$ cat config.mk
export PLATFORM = sky130hd
export DESIGN_NAME = serial_tx7
export DESIGN_NICKNAME = d
export VERILOG_FILES = /design/src/rtl/serial_tx7.sv
export SDC_FILE = /design/constraint.sdc
export NUM_CORES = 1
export LEC_CHECK = 0
export ABC_AREA = 1
export CORE_UTILIZATION = 25
export CTS_CLUSTER_DIAMETER = 40
export DETAILED_ROUTE_END_ITERATION = 10
export RECOVER_POWER = 100
export SLEW_MARGIN = 20
export SYNTH_ARGS = -nofsm -noshare
export SYNTH_HDL_FRONTEND = slang
export SYNTH_SLANG_ARGS = --single-unit
$ cat constraint.sdc
create_clock -name clk -period 1.9 [get_ports clk]
set_input_delay 0.38 -clock clk [delete_from_list [all_inputs] [get_ports clk]]
set_output_delay 0.38 -clock clk [all_outputs]
set_load 0.05 [all_outputs]
$ cat src/rtl/serial_tx7.sv
// serial_tx7: framed serial transmitter for 7-bit parallel words.
// A word is accepted over a load/ready handshake and shifted out as
// start bit (0), 7 data bits LSB first, optional even-parity bit, stop bit (1).
// Optional feature macro: SERIAL_TX7_PARITY_EN (inserts the parity bit).
// tx, ready and busy are registered; reset is asynchronous, active-high.
module serial_tx7 #(
  parameter int CLKS_PER_BIT = 4
) (
  input  logic       clk,
  input  logic       reset,
  input  logic [6:0] din,
  input  logic       load,
  output logic       ready,
  output logic       busy,
  output logic       tx
);

  // Baud counter needs at least one bit even when CLKS_PER_BIT is 1.
  localparam int CNT_W = (CLKS_PER_BIT > 1) ? $clog2(CLKS_PER_BIT) : 1;
  localparam logic [CNT_W-1:0] LAST_CNT = CNT_W'(CLKS_PER_BIT - 1);

`ifdef SERIAL_TX7_PARITY_EN
  typedef enum logic [2:0] {
    IDLE,
    START,
    DATA,
    PARITY,
    STOP
  } state_t;
`else
  typedef enum logic [1:0] {
    IDLE,
    START,
    DATA,
    STOP
  } state_t;
`endif

  state_t           r_state;
  logic [6:0]       r_shiftReg;
  logic [2:0]       r_bitIdx;
  logic [CNT_W-1:0] r_baudCnt;
  logic             r_tx;
  logic             r_ready;
  logic             r_busy;
`ifdef SERIAL_TX7_PARITY_EN
  logic             r_parityAcc;
`endif

  logic w_bitDone;

  // A serial bit ends on the edge where the baud counter hits its last value.
  assign w_bitDone = (r_baudCnt == LAST_CNT);

  assign tx    = r_tx;
  assign ready = r_ready;
  assign busy  = r_busy;

  // Frame sequencer: each branch sets the line value the next bit will show.
  always_ff @(posedge clk or posedge reset) begin
    if (reset) begin
      r_state    <= IDLE;
      r_shiftReg <= '0;
      r_bitIdx   <= '0;
      r_baudCnt  <= '0;
      r_tx       <= 1'b1;
      r_ready    <= 1'b1;
      r_busy     <= 1'b0;
`ifdef SERIAL_TX7_PARITY_EN
      r_parityAcc <= 1'b0;
`endif
    end else begin
      case (r_state)
        IDLE: begin
          if (load) begin
            r_shiftReg <= din;
            r_bitIdx   <= '0;
            r_baudCnt  <= '0;
            r_state    <= START;
            r_tx       <= 1'b0;
            r_ready    <= 1'b0;
            r_busy     <= 1'b1;
`ifdef SERIAL_TX7_PARITY_EN
            r_parityAcc <= ^din;
`endif
          end
        end

        START: begin
          if (w_bitDone) begin
            r_baudCnt <= '0;
            r_bitIdx  <= '0;
            r_state   <= DATA;
            r_tx      <= r_shiftReg[0];
          end else begin
            r_baudCnt <= r_baudCnt + 1'b1;
          end
        end

        DATA: begin
          if (w_bitDone) begin
            r_baudCnt <= '0;
            if (r_bitIdx == 3'd6) begin
`ifdef SERIAL_TX7_PARITY_EN
              r_state <= PARITY;
              r_tx    <= r_parityAcc;
`else
              r_state <= STOP;
              r_tx    <= 1'b1;
`endif
            end else begin
              r_shiftReg <= r_shiftReg >> 1;
              r_bitIdx   <= r_bitIdx + 3'd1;
              r_tx       <= r_shiftReg[1];
            end
          end else begin
            r_baudCnt <= r_baudCnt + 1'b1;
          end
        end

`ifdef SERIAL_TX7_PARITY_EN
        PARITY: begin
          if (w_bitDone) begin
            r_baudCnt <= '0;
            r_state   <= STOP;
            r_tx      <= 1'b1;
          end else begin
            r_baudCnt <= r_baudCnt + 1'b1;
          end
        end
`endif

        STOP: begin
          if (w_bitDone) begin
            r_baudCnt <= '0;
            r_bitIdx  <= '0;
            r_state   <= IDLE;
            r_tx      <= 1'b1;
            r_ready   <= 1'b1;
            r_busy    <= 1'b0;
          end else begin
            r_baudCnt <= r_baudCnt + 1'b1;
          end
        end

        default: begin
          r_state   <= IDLE;
          r_baudCnt <= '0;
          r_bitIdx  <= '0;
          r_tx      <= 1'b1;
          r_ready   <= 1'b1;
          r_busy    <= 1'b0;
        end
      endcase
    end
  end

endmodule
==> flow_summary.ini, run 1 <==
[clock_tree]
clk_pin_slew_ns = 0.08
cts_num_sinks = 17
cts_hold_buf = 0
cts_buffers = 3
post_cts_buffers = 0
cts_tree = built
cts-root-buf = clkbuf_8
clockBufferDepth = 2
post_cts_resized = 0
clkLatencyLatePin_ns = 0.27
htree_levels = 1

[yosys]
syn_inst = 131
async_flop_share_pct = 100
netlist_top_cells_count = nand2_1, dfrtp_1, nand3_1
yosysMostFrequentCell = nand2_1
synth_top_area_cell = dfrtp_1
avgSynthCellArea_sq_um = 7.59
synthesis.area_sq_um = 995
yosysWarnings = 0
synth_fp_nets = 148
synthDistinctLibCells = 20
ys.flop_type = dfrtp_1
ys_ff_latch = 17
ys_seq_area_share_pct = 43.0
synth_area_leaders = dfrtp_1, nand2_1, ha_1
synth_top_cell_area_share_pct = 37.7
synth-edff-count = 0

[power]
p_per_area_mw_per_mm2 = 1660
vdd_drop_max_v = 0.000609
p_leak_nw = 0.625

[global_routing]
antenna_found_initial = 0
first_global_vias = 755
grt-ovfl-total = 0
grt_pass1_wl_um = 3400
grt_use_total_pct = 10.6
grt_max_degree = 18

[timing]
finalCritPeriodShare_pct = 93.9
fmax_ghz = 0.561
worst_pin_slew_ns = 0.946
grt_setup_unrepaired = no
hold_violations = 0
max_slew_margin_pct = 36.9
fin_crit_ns = 1.78
finalSetupTns_ns = 0
fin_skew_ns = 0.0134
setup_viol = 0
slew_violations = 0

[worst_setup_path]
path_class = register to output port
crit_path_cell_trace = clkdlybuf4s50_1
endpoint_kind = output port
slowest_delay_ns = 0.79
cp_num_buf_inv = 1
crit_path_start_kind = register
startpoint = busy
slowest_stage = clkdlybuf4s50_1
crit_fanout = 2
required_ns = 1.52
cp_num_cells = 1
critical-path-top-delay-family = buffers and inverters
critical_path.reg2reg.startpoint = r_state[1]
arrival_ns = 1.40
reg2regPathDepth = 7

[floorplanning]
core_sq_mm = 0.00374
dieArea_sq_mm = 0.00423
die_x_um = 65.1
rows = 22
io_pins = 13
die_height_um = 65.1
start_util_pct = 26.6

[worst_hold_path]
hold_class = register to register
worstHoldStart = r_shiftReg[1]
worst_hold_path.num_cells = 2

[placed_design]
place.gp.congestion = 0.760
dp.cells = 190
hpwl_um = 1500
portBuffers = 12

[final_layout]
layout.cells.non_filler = 194
ff_latch_area_sq_um = 428
final_core_util_pct = 31.4
drive_above_1_share_pct = 6.16
antenna_cells = 0
multiInputGateArea_sq_um = 493
fin_nets = 164
syn_to_final_growth_pct = 18.2
fill_cells = 426

[drt]
routed_via_density = 4.27
drt.antenna.violating_nets = 0
drc_errors = 0
wire_per_inst_um = 10.3
wirelength_um = 2000
drt_iter0_markers = 41
drt_pass1_iterations = 4
dr_total_vias = 829

[flow_run]
cap_viol_max_count = 0

[outcome]
status = finished, final reports clean
[where the power goes]
part	internal (W)	leakage, nW	switching, W
sequential	0.000528	0.210	0.0000960
combinational	0.000339	0.390	0.000703
clock	0.000146	0.0255	0.000140
[through the flow]
stage	hold WS, ns	worst slack, ns	power (W)	cell area (sq um)
after global placement	0.465	0.282	0.00173	1160
after detailed placement	0.467	0.237	0.00175	1160
after floorplan	0.305	0.576	0.00152	995
after CTS	0.438	0.106	0.00205	1200
after global routing	0.509	0.0361	0.00215	1180
final	0.479	0.117	0.00195	1180
[registers in the layout (all words and copies together), names as in the netlist]
| register | flops |
|---|---|
| r_shiftReg | 7 |
| r_bitIdx | 3 |
| r_baudCnt | 2 |
| r_state | 2 |
| ready | 1 |
| busy | 1 |
| tx | 1 |
[final cells by class]
| cell class | instances | share of cell area, % |
|---|---|---|
| clock inverter | 1 | 0.426 |
| tap | 48 | 5.11 |
| sequential | 17 | 36.4 |
| timing repair buffer | 13 | 9.47 |
| inverter | 10 | 3.19 |
| multi-input combinational | 102 | 41.9 |
| clock buffer | 3 | 3.51 |
[layout by cell type, fill, tap and decap left out, drive strengths merged, types with 2 or more instances in the layout]
master / netlist / routed
clkdlybuf4s50: 0 / 9
nor2: 7 / 7
clkbuf: 0 / 6
nand3: 14 / 14
o21ai: 5 / 5
inv: 10 / 10
nand2: 65 / 65
ha: 7 / 7
dfstp: 2 / 2
dfrtp: 15 / 15
nand4: 2 / 2
[cell families (layout without fill, tap and decap cells)]
| kind of cell | Yosys count | after routing | share of synthesized area (%) |
|---|---|---|---|
| compound gates | 6 | 6 | 4.40 |
| xor+xnor | 1 | 1 | 0.881 |
| fa+ha+maj | 7 | 7 | 8.80 |
| buf+inv | 12 | 27 | 5.91 |
| flops | 17 | 17 | 43.0 |
| simple gates | 88 | 88 | 37.0 |
[path summary, 6_finish.rpt]
| check | end | slack [ns] |
|---|---|---|
| min reg2reg | r_shiftReg[1] | 0.48 |
| max | busy | 0.12 |
| max in group asynchronous | r_shiftReg[3] | 0.48 |
| max reg2reg | r_shiftReg[5] | 0.20 |
| min in group asynchronous | busy | 0.83 |
| min | r_shiftReg[1] | 0.48 |
[layer usage]
layer / global-route usage (%) / wire, um
met5: 0 / 0
met4: 2.45 / 17
met3: 3.87 / 91
met2: 16.4 / 855
met1: 14.0 / 1040
Note: power is estimated with default switching activity, not from simulation.
==> run 2: changes to the inputs <==
- CORE_UTILIZATION: 25 -> 53
- PLACE_DENSITY: default -> 0.77
- clock period: 1.9 -> 1.95 ns (I/O delays scaled with it)
==> run 2 against run 1 <==
Net effect: combinational power barely moved; final cell count decreased by 12%; via count down 0.12%; utilization grew 33 points; register-to-register slack better by 0.10 ns; non-clock buffer count is 1 lower; first-iteration DRC count down 80%; setup slack improved by 0.0091 ns; clock-buffer cell count is 1 higher; wire length shrank 12%; sequential cell count stayed put; critical path depth unchanged; critical endpoint unchanged.
==> flow_summary.ini, run 2 (synthesized netlist as in run 1, its figures left out) <==
[clock_tree]
clk_pin_slew_ns = 0.10
clockBufferDepth = 2
cts_num_sinks = 17
post_cts_buffers = 0
post_cts_resized = 0
cts_tree = built
clkLatencyLatePin_ns = 0.29
cts-root-buf = clkbuf_4
cts_buffers = 3
cts_hold_buf = 0
htree_levels = 1

[final_layout]
antenna_cells = 0
largest_reg_flops = 7
fill_cells = 164
fin_area_sq_mm = 0.00113
syn_to_final_growth_pct = 13.2
reg_top3 = r_shiftReg (7), r_bitIdx (3)
drive_above_1_share_pct = 5.52
layout.cells.non_filler = 170
fin_nets = 163
final_core_util_pct = 64.5
final_cell_mix = nand2_1, dfrtp_1, nand3_1
layout_commonest_cell = nand2_1
top_register = r_shiftReg

[power]
p_per_area_mw_per_mm2 = 1610
p_leak_nw = 0.614
vdd_drop_max_v = 0.000854

[timing]
worst_pin_slew_ns = 0.639
fmax_ghz = 0.548
fin_skew_ns = 0.00554
fin_crit_ns = 1.82
setup_viol = 0
finalCritPeriodShare_pct = 93.6
finalSetupTns_ns = 0
max_slew_margin_pct = 57.3
setup_slack_ns = 0.126
hold_violations = 0
grt_setup_unrepaired = no
slew_violations = 0

[worst_setup_path]
critical_path.reg2reg.startpoint = r_state[0]
required_ns = 1.56
path_class = register to output port
arrival_ns = 1.43
endpoint_kind = output port
crit_path_start_kind = register
cp_num_buf_inv = 1
critical-path-top-delay-family = buffers and inverters
slowest_delay_ns = 0.80
r2r_slack_ns = 0.30
startpoint = busy
crit_fanout = 2
crit_path_cell_trace = clkdlybuf4s50_1
slowest_stage = clkdlybuf4s50_1

[floorplanning]
core_sq_mm = 0.00175
start_util_pct = 57.0
die_height_um = 45.3
die_x_um = 45.3
io_pins = 13
dieArea_sq_mm = 0.00205
rows = 15

[drt]
drt.antenna.violating_nets = 0
dr_total_vias = 828
routed_via_density = 4.87
wire_per_inst_um = 10.3
drt_pass1_iterations = 4
drt_iter0_markers = 8
wirelength_um = 1760
drc_errors = 0

[global_routing]
grt_pass1_wl_um = 2930
antenna_found_initial = 0
grt_use_total_pct = 19.9
grt-ovfl-total = 0
first_global_vias = 717
grt_max_degree = 18

[worst_hold_path]
hold_class = register to register
worstHoldStart = ready

[placed_design]
hpwl_um = 1340
place_ws_ns = 0.314
place.gp.congestion = 0.842
portBuffers = 12
dp.cells = 166
postPlaceCellArea_sq_mm = 0.00112

[flow_run]
cap_viol_max_count = 0

[outcome]
status = finished, final reports clean
run 2: changes by cell type in the layout (fill, tap and decap cells not counted), sizes merged:
| cell | change |
|---|---|
| clkinv | -1 |
run 2: metrics by stage:
stage | power (W) | hold WS [ns]
3_3_place_gp | 0.00166 | 0.459
6_report | 0.00181 | 0.477
5_1_grt | 0.00201 | 0.508
4_1_cts | 0.00188 | 0.482
3_5_place_dp | 0.00169 | 0.461
2_1_floorplan | 0.00148 | 0.315
run 2: per-layer routing:
metal / routed length (um) / part of all wire (%) / up-vias / global-route usage (%)
met2: 792 / 45 / 15 / 32.2
met5: 0 / 0 / - / 0
li1: - / - / 440 / -
met4: 27 / 1.5 / 0 / 7.27
met3: 58 / 3.3 / 4 / 3.60
met1: 878 / 50 / 369 / 26.6
run 2: worst min-delay path, delay by kind of cell (launching register included):
family | cells | cell delay, ns
AOI/OAI and AO/OA | 1 | 0.06
and+or+nand+nor | 1 | 0.05
DFF | 1 | 0.38
run 2: cell type report:
class                   instances  area (sq um)  share of cell area [%]
inverters                      10          40.0                    3.56
clock buffers                   4          26.3                    2.33
multi-input cells             102           493                    43.8
flip-flops and latches         17           428                    38.0
well taps                      25          31.3                    2.78
repair buffers                 12           108                    9.56
run 2: worst paths after layout:
| path | end | cells past startpoint |
|---|---|---|
| worst max-delay path | busy | 1 |
| worst min register to register | ready | 2 |
| min in group asynchronous | busy | 2 |
| worst min-delay path | ready | 2 |
| worst max register to register | r_shiftReg[3] | 7 |
| max in group asynchronous | r_shiftReg[2] | 2 |
run 2: power by group:
| group | internal, W | leakage (nW) | switching, W | total, W |
|---|---|---|---|---|
| combinational | 0.000334 | 0.389 | 0.000687 | 0.00102 |
| clock | 0.0000794 | 0.0150 | 0.000106 | 0.000185 |
| sequential | 0.000514 | 0.210 | 0.0000930 | 0.000607 |
==> run 3: changes to the inputs <==
- CORE_ASPECT_RATIO: default -> 0.8
- clock period: 1.95 -> 1.8 ns (I/O delays scaled with it)
==> run 3 against run 2 <==
Net effect: via count fell by 1.2%; final cell count is 0.59% lower; hold slack improved by 0.0041 ns; highest routed layer unchanged.
==> flow_summary.ini, run 3 (synthesized netlist as in run 1, its figures left out) <==
[drt]
drt.antenna.violating_nets = 0
wirelength_um = 1890
routed_via_density = 4.84
dr_total_vias = 818
drc_errors = 0
wire_per_inst_um = 11.2
drt_pass1_iterations = 4
drt_iter0_markers = 21

[timing]
fmax_ghz = 0.623
fin_crit_ns = 1.61
hold_violations = 0
worst_pin_slew_ns = 0.938
hold_ws_ns = 0.481
finalSetupTns_ns = 0
fin_skew_ns = 0.00139
grt_setup_unrepaired = no
max_slew_margin_pct = 37.5
finalCritPeriodShare_pct = 89.2
slew_violations = 0
setup_viol = 0

[final_layout]
drive_above_1_share_pct = 8.16
final_cell_mix = nand2_1, dfrtp_1, nand3_1
antenna_cells = 0
fin_nets = 165
top_register = r_shiftReg
final_core_util_pct = 67.4
fill_cells = 161
largest_reg_flops = 7
layout_commonest_cell = nand2_1
syn_to_final_growth_pct = 14.6
reg_top3 = r_shiftReg (7), r_bitIdx (3)

[clock_tree]
post_cts_buffers = 0
clockBufferDepth = 2
post_cts_resized = 0
clk_pin_slew_ns = 0.09
cts_num_sinks = 17
cts_hold_buf = 0
htree_levels = 1
cts_tree = built
clkLatencyLatePin_ns = 0.28
cts-root-buf = clkbuf_4
cts_buffers = 3

[floorplanning]
start_util_pct = 58.8
dieArea_sq_mm = 0.00206
die_x_um = 50.4
die_height_um = 40.8
io_pins = 13
core_sq_mm = 0.00169
rows = 13

[worst_hold_path]
worst_hold_path.num_cells = 2
worstHoldStart = r_shiftReg[5]
hold_class = register to register
whs_endpoint = r_shiftReg[5]

[power]
netSwitchingFraction_pct = 49.5
p_seq_share_pct = 32.9
p_sw_w = 0.000997
comb_power_share_pct = 57.3
intPower_w = 0.00102
p_leak_nw = 0.628
p_per_area_mw_per_mm2 = 1770
clkPwrFrac_pct = 9.8
vdd_drop_max_v = 0.00130

[global_routing]
first_global_vias = 675
antenna_found_initial = 0
grt-ovfl-total = 0
grt_pass1_wl_um = 2970
grt_use_total_pct = 20.5
grt_max_degree = 18

[outcome]
status = finished, final reports clean

[worst_setup_path]
required_ns = 1.97
rr_endpoint = r_shiftReg[4]
arrival_ns = 1.78
reg2regPathDepth = 7
endpoint_kind = register
critical_path.reg2reg.startpoint = r_state[1]
path_class = register to register
crit_path_start_kind = register
r2r_slack_ns = 0.19
crit_fanout = 7

[placed_design]
place.gp.congestion = 0.821
hpwl_um = 1450
portBuffers = 12

[flow_run]
cap_viol_max_count = 0
## run 3: critical path, cell delays in order (launching register included)
cell and delay (ns):
dfrtp_1 0.43, inv_1 0.10, ha_1 0.29, inv_1 0.16, o21ai_4 0.26, nand2_4 0.11, nand2_1 0.07, nand2_1 0.06
## run 3: final cells by class
type | count | area (sq um) | area share [%]
clock buffer | 4 | 26.3 | 2.31
inverter | 10 | 37.5 | 3.29
multi-input combinational | 102 | 505 | 44.3
sequential | 17 | 428 | 37.5
tap | 22 | 27.5 | 2.41
timing repair buffer | 14 | 115 | 10.1
## run 3: layer usage
layer	share of wire, %	GRT usage [%]	wire length (um)	vias to the layer above
li1	-	-	-	443
met1	51	26.1	972	359
met3	4.8	6.67	91	2
met2	43	36.0	814	14
met4	0.53	2.08	10	0
met5	0	0	0	-
## run 3: power groups by stage
stage | Sequential, W | Clock (W) | Combinational [W]
2_1_floorplan | 0.000723 | 0 | 0.000879
3_3_place_gp | 0.000658 | 0 | 0.00117
3_5_place_dp | 0.000669 | 0 | 0.00119
4_1_cts | 0.000660 | 0.000205 | 0.00119
5_1_grt | 0.000679 | 0.000220 | 0.00132
6_report | 0.000662 | 0.000197 | 0.00115
## run 3: worst max path at each step
stage                    end  slack, ns  startpoint
2_1_floorplan  r_shiftReg[6]       0.48  r_state[0]
3_3_place_gp   r_shiftReg[6]       0.26  r_state[0]
3_5_place_dp   r_shiftReg[0]       0.25  r_state[0]
4_1_cts        r_shiftReg[4]       0.23  r_state[0]
5_1_grt        r_shiftReg[0]        0.1  r_state[1]
6_report       r_shiftReg[4]       0.19  r_state[1]
## run 3: stage by stage
step / total power (W) / worst slack (ns) / std cells / cell area [sq um]
after floorplan: 0.00160 / 0.476 / 131 / 995
after global placement: 0.00182 / 0.262 / 165 / 1130
after detailed placement: 0.00186 / 0.247 / 165 / 1130
after CTS: 0.00206 / 0.231 / 169 / 1160
after global routing: 0.00222 / 0.0990 / 169 / 1140
final: 0.00201 / 0.195 / 169 / 1140
